`src/rtl/maze_round_ctrl.sv`:
```
// Maze game round controller.
// Sequences a round (idle -> arm -> run -> win/lose), drives the seconds timer's
// clear/run controls, records the best completion time as BCD digits, and
// requests a beep of BEEP_CYCLES clocks whenever a round ends.
// Optional build macro: MAZE_ROUND_CTRL_WALL_PENALTY_EN enables a wall-hit
// counter that loses the round after MAX_WALL_HITS collisions.
module maze_round_ctrl #(
  parameter int CLOCK_FREQUENCY = 50000000,
  parameter int BEEP_CYCLES     = CLOCK_FREQUENCY / 4,
  parameter int MAX_WALL_HITS   = 3
) (
  input  logic       clk,
  input  logic       reset,
  input  logic       start_btn,
  input  logic       goal_reached,
  input  logic       wall_hit,
  input  logic       time_up,
  input  logic [3:0] bcd_ones,
  input  logic [3:0] bcd_tens,
  input  logic [3:0] bcd_hundreds,
  output logic       timer_clear,
  output logic       timer_run,
  output logic [1:0] state,
  output logic [3:0] best_ones,
  output logic [3:0] best_tens,
  output logic [3:0] best_hundreds,
  output logic       best_valid,
  output logic       new_record,
  output logic       beep
);

  localparam int BW = $clog2(BEEP_CYCLES + 1);
  localparam logic [BW-1:0] BEEP_LOAD = BW'(BEEP_CYCLES);

  localparam logic [2:0] S_IDLE = 3'd0;
  localparam logic [2:0] S_ARM  = 3'd1;
  localparam logic [2:0] S_RUN  = 3'd2;
  localparam logic [2:0] S_WIN  = 3'd3;
  localparam logic [2:0] S_LOSE = 3'd4;

  logic [2:0]    fsm_q, fsm_d;
  logic          start_q, start_d;
  logic          timer_clear_q, timer_clear_d;
  logic          timer_run_q, timer_run_d;
  logic [1:0]    state_q, state_d;
  logic [3:0]    best_h_q, best_h_d;
  logic [3:0]    best_t_q, best_t_d;
  logic [3:0]    best_o_q, best_o_d;
  logic          best_valid_q, best_valid_d;
  logic          new_record_q, new_record_d;
  logic [BW-1:0] beep_cnt_q, beep_cnt_d;
  logic          beep_q, beep_d;
  logic          start_rise;
  logic          better;
  logic          wall_lose;

`ifdef MAZE_ROUND_CTRL_WALL_PENALTY_EN
  logic [3:0] wall_cnt_q, wall_cnt_d;

  // Wall collisions counted only while running; saturates, cleared on arm.
  always_comb begin
    wall_cnt_d = wall_cnt_q;
    if (fsm_q == S_ARM) begin
      wall_cnt_d = 4'd0;
    end else if (fsm_q == S_RUN && wall_hit && wall_cnt_q != 4'd15) begin
      wall_cnt_d = wall_cnt_q + 4'd1;
    end
  end

  assign wall_lose = (wall_cnt_q >= 4'(MAX_WALL_HITS));

  // Wall counter register.
  always_ff @(posedge clk) begin
    if (reset) wall_cnt_q <= 4'd0;
    else       wall_cnt_q <= wall_cnt_d;
  end
`else
  logic unused_wall;
  assign unused_wall = wall_hit | (MAX_WALL_HITS == 0);
  assign wall_lose   = 1'b0;
`endif

  // Round sequencing, best-time capture and beep timing.
  always_comb begin
    start_rise    = start_btn & ~start_q;
    start_d       = start_btn;
    fsm_d         = fsm_q;
    best_h_d      = best_h_q;
    best_t_d      = best_t_q;
    best_o_d      = best_o_q;
    best_valid_d  = best_valid_q;
    new_record_d  = 1'b0;
    beep_cnt_d    = beep_cnt_q;
    // Concatenated digits compare hundreds first, then tens, then ones.
    better = ~best_valid_q ||
             ({bcd_hundreds, bcd_tens, bcd_ones} < {best_h_q, best_t_q, best_o_q});

    case (fsm_q)
      S_IDLE: if (start_rise) fsm_d = S_ARM;
      S_ARM:  fsm_d = S_RUN;
      S_RUN: begin
        if (goal_reached) begin
          fsm_d = S_WIN;
          if (better) begin
            best_h_d     = bcd_hundreds;
            best_t_d     = bcd_tens;
            best_o_d     = bcd_ones;
            best_valid_d = 1'b1;
            new_record_d = 1'b1;
          end
        end else if (time_up || wall_lose) begin
          fsm_d = S_LOSE;
        end
      end
      S_WIN, S_LOSE: if (start_rise) fsm_d = S_ARM;
      default: fsm_d = S_IDLE;
    endcase

    if (fsm_q == S_RUN && (fsm_d == S_WIN || fsm_d == S_LOSE)) begin
      beep_cnt_d = BEEP_LOAD;
    end else if (fsm_d == S_ARM) begin
      beep_cnt_d = '0;
    end else if (beep_cnt_q != '0) begin
      beep_cnt_d = beep_cnt_q - 1'b1;
    end
    beep_d = (beep_cnt_d != '0);

    // Timer controls and reported state follow the next FSM state so they are registered.
    timer_clear_d = (fsm_d == S_ARM);
    timer_run_d   = (fsm_d == S_RUN);
    case (fsm_d)
      S_ARM, S_RUN: state_d = 2'd1;
      S_WIN:        state_d = 2'd2;
      S_LOSE:       state_d = 2'd3;
      default:      state_d = 2'd0;
    endcase
  end

  // State and output registers; timer is held clear while reset is asserted.
  always_ff @(posedge clk) begin
    if (reset) begin
      fsm_q         <= S_IDLE;
      start_q       <= 1'b0;
      timer_clear_q <= 1'b1;
      timer_run_q   <= 1'b0;
      state_q       <= 2'd0;
      best_h_q      <= 4'd9;
      best_t_q      <= 4'd9;
      best_o_q      <= 4'd9;
      best_valid_q  <= 1'b0;
      new_record_q  <= 1'b0;
      beep_cnt_q    <= '0;
      beep_q        <= 1'b0;
    end else begin
      fsm_q         <= fsm_d;
      start_q       <= start_d;
      timer_clear_q <= timer_clear_d;
      timer_run_q   <= timer_run_d;
      state_q       <= state_d;
      best_h_q      <= best_h_d;
      best_t_q      <= best_t_d;
      best_o_q      <= best_o_d;
      best_valid_q  <= best_valid_d;
      new_record_q  <= new_record_d;
      beep_cnt_q    <= beep_cnt_d;
      beep_q        <= beep_d;
    end
  end

  assign timer_clear   = timer_clear_q;
  assign timer_run     = timer_run_q;
  assign state         = state_q;
  assign best_hundreds = best_h_q;
  assign best_tens     = best_t_q;
  assign best_ones     = best_o_q;
  assign best_valid    = best_valid_q;
  assign new_record    = new_record_q;
  assign beep          = beep_q;

endmodule
```
`config.mk`:
```
export PLATFORM = sky130hd
export DESIGN_NAME = maze_round_ctrl
export DESIGN_NICKNAME = d
export VERILOG_FILES = /design/src/rtl/maze_round_ctrl.sv
export SDC_FILE = /design/constraint.sdc
export NUM_CORES = 1
export LEC_CHECK = 0
export CAP_MARGIN = 20
export CORE_MARGIN = 1
export CORE_UTILIZATION = 33
export CTS_BUF_LIST = sky130_fd_sc_hd__clkbuf_2
export DETAILED_ROUTE_END_ITERATION = 6
export PLACE_DENSITY = 0.57
export SYNTH_ARGS = -nofsm -noshare
export SYNTH_HDL_FRONTEND = slang
export SYNTH_SLANG_ARGS = --single-unit
```
`constraint.sdc`:
```
create_clock -name clk -period 9.42 [get_ports clk]
set_input_delay 1.413 -clock clk [delete_from_list [all_inputs] [get_ports clk]]
set_output_delay 1.413 -clock clk [all_outputs]
set_load 0.005 [all_outputs]
```
==> flow_metrics.tcl, run 1 <==
set metrics [dict create \
    status "finished, final reports clean" \
    critPathLaunchType "primary input" \
    async_flop_share 0 \
    synth_xor_xnor_area_share 0.0486 \
    slowest_stage "a221oi_2" \
    slew_headroom 0.612 \
    ir_worst_vdd_v 0.0000865 \
    tightest_slew_ns 0.582 \
    placed_area_um2 2960 \
    drt_iter0_drc 167 \
    grt_antenna_before_repair 0 \
    syn_nets 334 \
    arrival_ns 3.98 \
    sw_frac_of_total 0.442 \
    grt_pass1_wl_um 9270 \
    rr_startpoint "beep_cnt_q[0]" \
    slowest_delay_ns 0.54 \
    die_y_um 89.4 \
    p_int_mw 0.515 \
    reg2regPathDepth 10 \
    post_cts_resized 0 \
    syn_area_um2 2520 \
    path_cells "clkdlybuf4s50_1, ha_1, a21o_1, a21oi_1, nor2b_1, o21ai_0, o211ai_1, a221oi_2, buf_4, nor2_1, a211o_1" \
    hold_viol 0 \
    p_switching_mw 0.409 \
    place_hpwl_um 3940 \
    slew_viol_final 0 \
    min_path_cells 2 \
    grt_pass1_vias 1998 \
    dominantRegCellSynth "dfxtp_1" \
    cts_tree "built" \
    clock-skew-final_ns 0.0313 \
    cellPowerDensity_nw_per_um2 308 \
    path_max_fanout 15 \
    cts-hold-fix-buffers 0 \
    drc 0 \
    drt-vias-per-instance 4.95 \
    htreeDepth 2 \
    start_util 0.344 \
    die-area_um2 7990 \
    fin_tns_setup_ns 0 \
    clock_path_buffers 2 \
    min-delay-start "beep_cnt_q[4]" \
    wl_met1_um 2680 \
    wl_met2_um 2380 \
    clk_pin_slew_ns 0.26 \
    wl_met3_um 320 \
    cts_sinks 47 \
    dr.max_layer_used "met4" \
    r2r_end "beep" \
    setup_violations 0 \
    io_buffers 35 \
    worst_slack_ns 5.80 \
    end_kind "flop" \
    fin_crit_sh 0.384 \
    cts_made_buffers 5 \
    ant_nets 0 \
    cp_top_family "compound AO/OA/AOI/OAI gates" \
    rows 31 \
    grt_max_degree 35 \
    ys_seq_area_frac 0.373 \
    r2r_slack_ns 6.21 \
    combPwrFrac 0.583 \
    antenna_cells 0 \
    cp.buffers_inverters 2 \
    totalWireLength_um 5440 \
    synth_edf_count 0 \
    synthMuxAreaShare 0.0328 \
    synth-seq-cells 47 \
    track_usage 0.150 \
    synthToLayoutAreaGrowth_pct 19.2 \
    p_seq_frac 0.325 \
    drv_cap 0 \
    total_power_mw 0.924 \
    leakagePower_nw 1.26 \
    yosys_warnings 0 \
    fp.dieW_um 89.4 \
    drive_above_1_share 0.0742 \
    wl_per_cell_um 12.5 \
    cts_setup_buffers 0 \
    required_ns 9.78 \
    synth_cells 303 \
    gp_congestion 0.796 \
    insertion_delay_ns 0.42 \
    ios 37 \
    synth_compound_gate_area_share 0.170 \
    synth_top_family_by_area "simple AND/OR/NAND/NOR gates" \
    place_ws_ns 5.29 \
    fin_nets 367 \
    yosysUniqueCellTypes 53 \
    finalCriticalPeriod_ns 3.62 \
    overflow 0 \
    yosys.area_share.simple 0.268 \
    max_freq_mhz 276 \
    coreArea_um2 7330 \
    hold_end "beep_cnt_q[4]" \
    cts_root_buf "clkbuf_2" \
    stdcell_area_um2 3000 \
    syn_avg_cell_area_um2 8.32 \
    rsz0062_at_grt "false" \
    synthAdderAreaFrac 0.0645 \
    vias 2160 \
    drt_pre_antenna_iters 4 \
    p_clk_frac 0.092 \
    setup.worst_path.class "primary input to flop" \
    hp-class "flop to flop" \
]
worst min-delay path, cell delays in order (launching register included):
cell     delay (ns)
dfxtp_1        0.41
nand2_1        0.07
a21oi_1        0.05
how the worst max path moves through the flow:
stage	start	to	cells past startpoint
finish	bcd_tens[1]	best_hundreds[3]	11
global route	bcd_tens[1]	best_ones[1]	11
CTS	bcd_tens[1]	best_ones[2]	11
detailed placement	bcd_tens[1]	best_tens[0]	11
global placement	bcd_ones[1]	best_ones[0]	10
floorplan	bcd_tens[1]	best_ones[1]	10
layout by cell type (no fill, tap or decap), drive strengths merged, types with 4 or more instances in the layout:
master         instances
nor2b                 11
inv                   16
nand2                 27
nor2                  42
a211o                  7
ha                    13
or4                    4
or3                    7
a21o                   5
clkdlybuf4s50         35
or2                    5
o21ai                 10
dfxtp                 47
mux2i                  6
nor3                   9
a21oi                 24
xor2                  12
nor4                   6
clkbuf                 5
nand2b                 7
sequential cells by signal, summed over array words and instances, names as in the netlist:
| name | flops |
|---|---|
| timer_clear | 1 |
| best_ones | 4 |
| fsm_q | 3 |
| new_record | 1 |
| start_q | 1 |
| beep | 1 |
| timer_run | 1 |
| best_tens | 4 |
| state | 2 |
| best_hundreds | 4 |
| best_valid | 1 |
| beep_cnt_q | 24 |
stage by stage:
step / hold slack [ns] / util / cells
after floorplan: 0.474 / - / 303
after global placement: 0.505 / 0.404 / 428
after detailed placement: 0.510 / 0.404 / 428
after CTS: 0.536 / 0.410 / 436
after global routing: 0.572 / 0.410 / 436
final: 0.539 / 0.410 / 436
cells in the mapped netlist (3+ instances only):
cell,instances,area (um^2)
nor2b_1,11,68.8
dfxtp_1,47,941
o21ai_0,9,45.0
mux2i_1,6,60.1
a211oi_1,3,22.5
a21o_1,5,37.5
nor2_1,42,158
o41ai_1,3,26.3
or2_2,4,25.0
nor3_1,9,45.0
xor2_1,12,105
ha_1,13,163
inv_1,16,60.1
a211o_1,6,52.6
nand2b_1,7,43.8
clkbuf_1,9,33.8
nand2_1,27,101
a21oi_1,24,120
nor4_1,5,31.3
or3_1,5,31.3
final cells by class:
cell class / instances / area (um^2)
fill: 744 / 4330
multi-input combinational: 229 / 1470
inverter: 16 / 60.1
tap: 99 / 124
clock inverter: 3 / 15.0
clock buffer: 5 / 25.0
sequential: 47 / 941
timing repair buffer: 37 / 365
cells by family after synthesis:
| logic type | Yosys count |
|---|---|
| multiplexers | 8 |
| adder cells (fa/ha/maj) | 13 |
| buffers and inverters | 27 |
| flip-flops | 47 |
| XOR/XNOR | 14 |
| AND/OR/NAND/NOR | 129 |
| AO/OA/AOI/OAI | 65 |
power by group through the flow:
| stage | logic, mW | registers (mW) | clock network, mW |
|---|---|---|---|
| global placement | 0.537 | 0.303 | 0 |
| CTS | 0.540 | 0.299 | 0.0904 |
| detailed placement | 0.534 | 0.304 | 0 |
| finish | 0.539 | 0.300 | 0.0847 |
| global route | 0.607 | 0.307 | 0.0981 |
| floorplan | 0.440 | 0.291 | 0 |
layer usage:
| layer | track usage | up-vias |
|---|---|---|
| li1 | - | 1121 |
| met1 | 0.198 | 978 |
| met2 | 0.236 | 55 |
| met3 | 0.0443 | 6 |
| met4 | 0.0433 | 0 |
| met5 | 0 | - |
Power figures use the tool's default switching activity.
==> run 2: changes to the inputs <==
clock period = 3.6 ns   (was 9.42 ns; I/O delays follow)
==> flow_metrics.tcl, run 2 (synthesized netlist as in run 1, its figures left out) <==
set metrics [dict create \
    most-common-layout-cells "dfxtp_1, nor2_1, clkdlybuf4s50_1" \
    htreeDepth 2 \
    hp-class "flop to flop" \
    cts_made_buffers 5 \
    grt_pass1_wl_um 9340 \
    max_freq_mhz 311 \
    tightest_slew_ns 0.469 \
    r2r_slack_ns 0.38 \
    clock_path_buffers 2 \
    fp.dieW_um 89.4 \
    drt_pre_antenna_iters 4 \
    drt-vias-per-instance 4.99 \
    crit_end "beep" \
    r2r_end "beep" \
    regArea_um2 941 \
    synthToLayoutAreaGrowth_pct 19.5 \
    end_kind "flop" \
    setup.worst_path.class "flop to flop" \
    fin_nets 369 \
    fin_util 0.411 \
    cts-hold-fix-buffers 0 \
    rsz0062_at_grt "false" \
    io_buffers 35 \
    ios 37 \
    critPathLaunch "beep_cnt_q[0]" \
    grt_pass1_vias 1990 \
    path_max_fanout 6 \
    slowest_stage "or4_4" \
    status "finished, final reports clean" \
    reg2regPathDepth 10 \
    post_cts_resized 0 \
    place_hpwl_um 4140 \
    insertion_delay_ns 0.41 \
    cts_tree "built" \
    drc 0 \
    fin_tns_setup_ns 0 \
    drt_iter0_drc 72 \
    rr_startpoint "beep_cnt_q[0]" \
    required_ns 3.90 \
    slew_viol_final 0 \
    antenna_cells 0 \
    ir_worst_vdd_v 0.000234 \
    cellPowerDensity_nw_per_um2 806 \
    coreArea_um2 7330 \
    drive_above_1_share 0.0799 \
    slew_headroom 0.687 \
    cts_root_buf "clkbuf_2" \
    slowest_delay_ns 0.58 \
    rows 31 \
    grt_max_degree 35 \
    drv_cap 0 \
    vias 2179 \
    grt_antenna_before_repair 0 \
    multiInputGateArea_um2 1470 \
    largest_reg_flops 24 \
    hold_viol 0 \
    critPathLaunchType "flop" \
    clk_pin_slew_ns 0.24 \
    leakagePower_nw 1.27 \
    gp_congestion 0.815 \
    die_y_um 89.4 \
    track_usage 0.151 \
    clock-skew-final_ns 0.0245 \
    cts_sinks 47 \
    die-area_um2 7990 \
    fin_crit_sh 0.894 \
    wl_per_cell_um 12.8 \
    finalCriticalPeriod_ns 3.22 \
    n_fill_cell 737 \
    overflow 0 \
    total_power_mw 2.43 \
    setup_violations 0 \
    start_util 0.344 \
    totalWireLength_um 5580 \
    cts_setup_buffers 0 \
    final_common_cell "dfxtp_1" \
    ant_nets 0 \
    arrival_ns 3.52 \
    regMostFlops "beep_cnt_q" \
    path_cells "inv_1, ha_1, or3b_4, or4_4, or2_4, xnor2_1, or3_1, or4_1, o21ai_1, a41oi_1" \
]
run 2: cell count changes in the layout (fill, tap and decap cells not counted), sizes merged:
cell / delta
clkinvlp: -1
buf: +2
run 2: per-layer routing:
layer	up-vias	global-route usage	wire, um
met3	2	0.0526	396
li1	1121	-	-
met5	-	0	0
met2	49	0.239	2540
met4	0	0.0346	31
met1	1007	0.198	2610
run 2: through the flow:
step | std cells | setup WS (ns) | instance area, um^2 | hold slack [ns]
after detailed placement | 430 | 0.386 | 2980 | 0.515
after floorplan | 303 | 0.635 | 2520 | 0.474
after CTS | 437 | 0.343 | 3010 | 0.540
after global placement | 430 | 0.442 | 2980 | 0.506
after global routing | 437 | 0.169 | 3010 | 0.572
final | 437 | 0.380 | 3010 | 0.534
run 2: worst min path at each step:
stage                                 from          endpoint  slack (ns)  depth (start not counted)
final                        beep_cnt_q[1]     beep_cnt_q[1]        0.53                          2
after global routing      best_hundreds[2]  best_hundreds[2]        0.57                          2
after CTS                    beep_cnt_q[1]     beep_cnt_q[1]        0.54                          2
after detailed placement  best_hundreds[1]  best_hundreds[1]        0.52                          2
after global placement       beep_cnt_q[1]     beep_cnt_q[1]        0.51                          2
after floorplan              beep_cnt_q[4]     beep_cnt_q[4]        0.47                          2
run 2: where the power goes:
part / switching (mW) / internal [mW] / total, mW / leakage, nW
combinational: 0.767 / 0.667 / 1.43 / 0.860
sequential: 0.135 / 0.652 / 0.787 / 0.384
clock: 0.166 / 0.0412 / 0.208 / 0.0262
total: 1.07 / 1.36 / 2.43 / 1.27
run 2: layout make-up:
type	count	share of cell area
Inverter	16	0.0199
Clock inverter	2	0.00291
Timing Repair Buffer	39	0.126
Clock buffer	5	0.00831
Sequential cell	47	0.312
Tap cell	99	0.0411
Multi-Input combinational cell	229	0.489
run 2: worst max-delay path: cells and delay by family (launching register included):
kind / cells / cell delay (ns)
AOI/OAI and AO/OA: 2 / 0.27
buffers and inverters: 1 / 0.09
xor gates and xnor gates: 1 / 0.13
DFF: 1 / 0.40
adders and majority gates: 1 / 0.22
and+or+nand+nor: 5 / 2.01
==> run 3: changes to the inputs <==
CORE_ASPECT_RATIO = 1.2   (was default)
==> flow_metrics.tcl, run 3 (synthesized netlist as in run 1, its figures left out) <==
set metrics [dict create \
    status "finished, final reports clean" \
    insertion_delay_ns 0.43 \
    cp.buffers_inverters 1 \
    setup.worst_path.class "flop to flop" \
    cts_made_buffers 5 \
    combPwrFrac 0.569 \
    clock-skew-final_ns 0.0216 \
    fin_crit_sh 0.886 \
    dr.max_layer_used "met4" \
    tightest_slew_ns 0.528 \
    start_util 0.345 \
    place_ws_ns 0.420 \
    totalWireLength_um 5630 \
    critPathLaunchType "flop" \
    required_ns 3.93 \
    final_common_cell "dfxtp_1" \
    place_hpwl_um 4130 \
    p_clk_frac 0.116 \
    rsz0062_at_grt "false" \
    clk_pin_slew_ns 0.25 \
    wl_met3_um 276 \
    arrival_ns 3.52 \
    clock_path_buffers 2 \
    wl_met2_um 2710 \
    setup_violations 0 \
    n_fill_cell 780 \
    p_seq_frac 0.315 \
    die_y_um 97.8 \
    drc 0 \
    coreArea_um2 7320 \
    slowest_delay_ns 0.59 \
    cts_setup_buffers 0 \
    cellPowerDensity_nw_per_um2 824 \
    finalCriticalPeriod_ns 3.19 \
    drive_above_1_share 0.0799 \
    antenna_cells 0 \
    cp_top_family "simple AND/OR/NAND/NOR gates" \
    most-common-layout-cells "dfxtp_1, nor2_1, clkdlybuf4s50_1" \
    post_cts_resized 0 \
    track_usage 0.154 \
    io_buffers 35 \
    cts-hold-fix-buffers 0 \
    drv_cap 0 \
    ir_worst_vdd_v 0.000506 \
    slowest_stage "or4_4" \
    slew_headroom 0.648 \
    die-area_um2 7990 \
    cts_root_buf "clkbuf_2" \
    regMostFlops "beep_cnt_q" \
    path_cells "inv_1, ha_1, or3b_4, or4_4, or2_4, xnor2_1, or3_1, or4_1, o21ai_1, a41oi_1" \
    grt_antenna_before_repair 0 \
    htreeDepth 2 \
    drt-vias-per-instance 5.14 \
    ios 37 \
    wl_met1_um 2570 \
    grt_pass1_vias 2111 \
    slew_viol_final 0 \
    hold_viol 0 \
    drt_pre_antenna_iters 6 \
    cts_sinks 47 \
    fin_tns_setup_ns 0 \
    p_switching_mw 1.07 \
    grt_pass1_wl_um 9650 \
    synthToLayoutAreaGrowth_pct 20.0 \
    p_int_mw 1.42 \
    largest_reg_flops 24 \
    end_kind "flop" \
    rows 34 \
    fin_nets 368 \
    worst_slack_ns 0.411 \
    wl_per_cell_um 13.2 \
    gp_congestion 0.833 \
    hp-class "flop to flop" \
    ant_nets 0 \
    vias 2201 \
    sw_frac_of_total 0.430 \
    overflow 0 \
    max_freq_mhz 314 \
    path_max_fanout 6 \
    leakagePower_nw 1.28 \
    drt_iter0_drc 97 \
    cts_tree "built" \
    fp.dieW_um 81.8 \
    grt_max_degree 35 \
]
## run 3: worst paths after layout
check,startpoint,end,slack (ns),depth (start not counted)
max,beep_cnt_q[0],beep,0.41,10
min,beep_cnt_q[4],beep_cnt_q[4],0.54,2
max reg2reg,beep_cnt_q[0],beep,0.41,10
min reg2reg,beep_cnt_q[4],beep_cnt_q[4],0.54,2
## run 3: worst register-to-register path: stages (launching register included)
cell and delay [ns]:
dfxtp_1 0.41, inv_1 0.09, ha_1 0.22, or3b_4 0.44, or4_4 0.59, or2_4 0.29
xnor2_1 0.13, or3_1 0.30, or4_1 0.39, o21ai_1 0.12, a41oi_1 0.12
## run 3: per-stage QoR
stage          utilization  cells  hold WS [ns]  total power, mW  area, um^2
2_1_floorplan            -    303         0.474             1.91        2520
3_3_place_gp         0.405    420         0.503             2.20        2960
3_5_place_dp         0.405    420         0.511             2.22        2960
4_1_cts              0.413    428         0.539             2.52        3020
5_1_grt              0.413    428         0.566             2.72        3020
6_report             0.413    428         0.537             2.49        3020
## run 3: power by group through the flow
stage	clock [mW]	combinational [mW]	sequential [mW]
after CTS	0.303	1.43	0.786
after global placement	0	1.41	0.793
after global routing	0.325	1.59	0.807
after floorplan	0	1.15	0.760
after detailed placement	0	1.42	0.798
final	0.288	1.42	0.785
## run 3: routing by layer
metal | GRT usage | vias up
met4 | 0.0499 | 0
met2 | 0.250 | 44
met3 | 0.0458 | 8
met5 | 0 | -
li1 | - | 1123
met1 | 0.192 | 1026
## run 3: final cells by class
cell class | count | area [um^2] | share of cell area
inverters | 16 | 60.1 | 0.0199
well taps | 90 | 113 | 0.0372
repair buffers | 38 | 373 | 0.123
clock buffers | 5 | 25.0 | 0.00827
flip-flops and latches | 47 | 941 | 0.311
multi-input cells | 229 | 1470 | 0.487
clock inverters | 3 | 38.8 | 0.0128
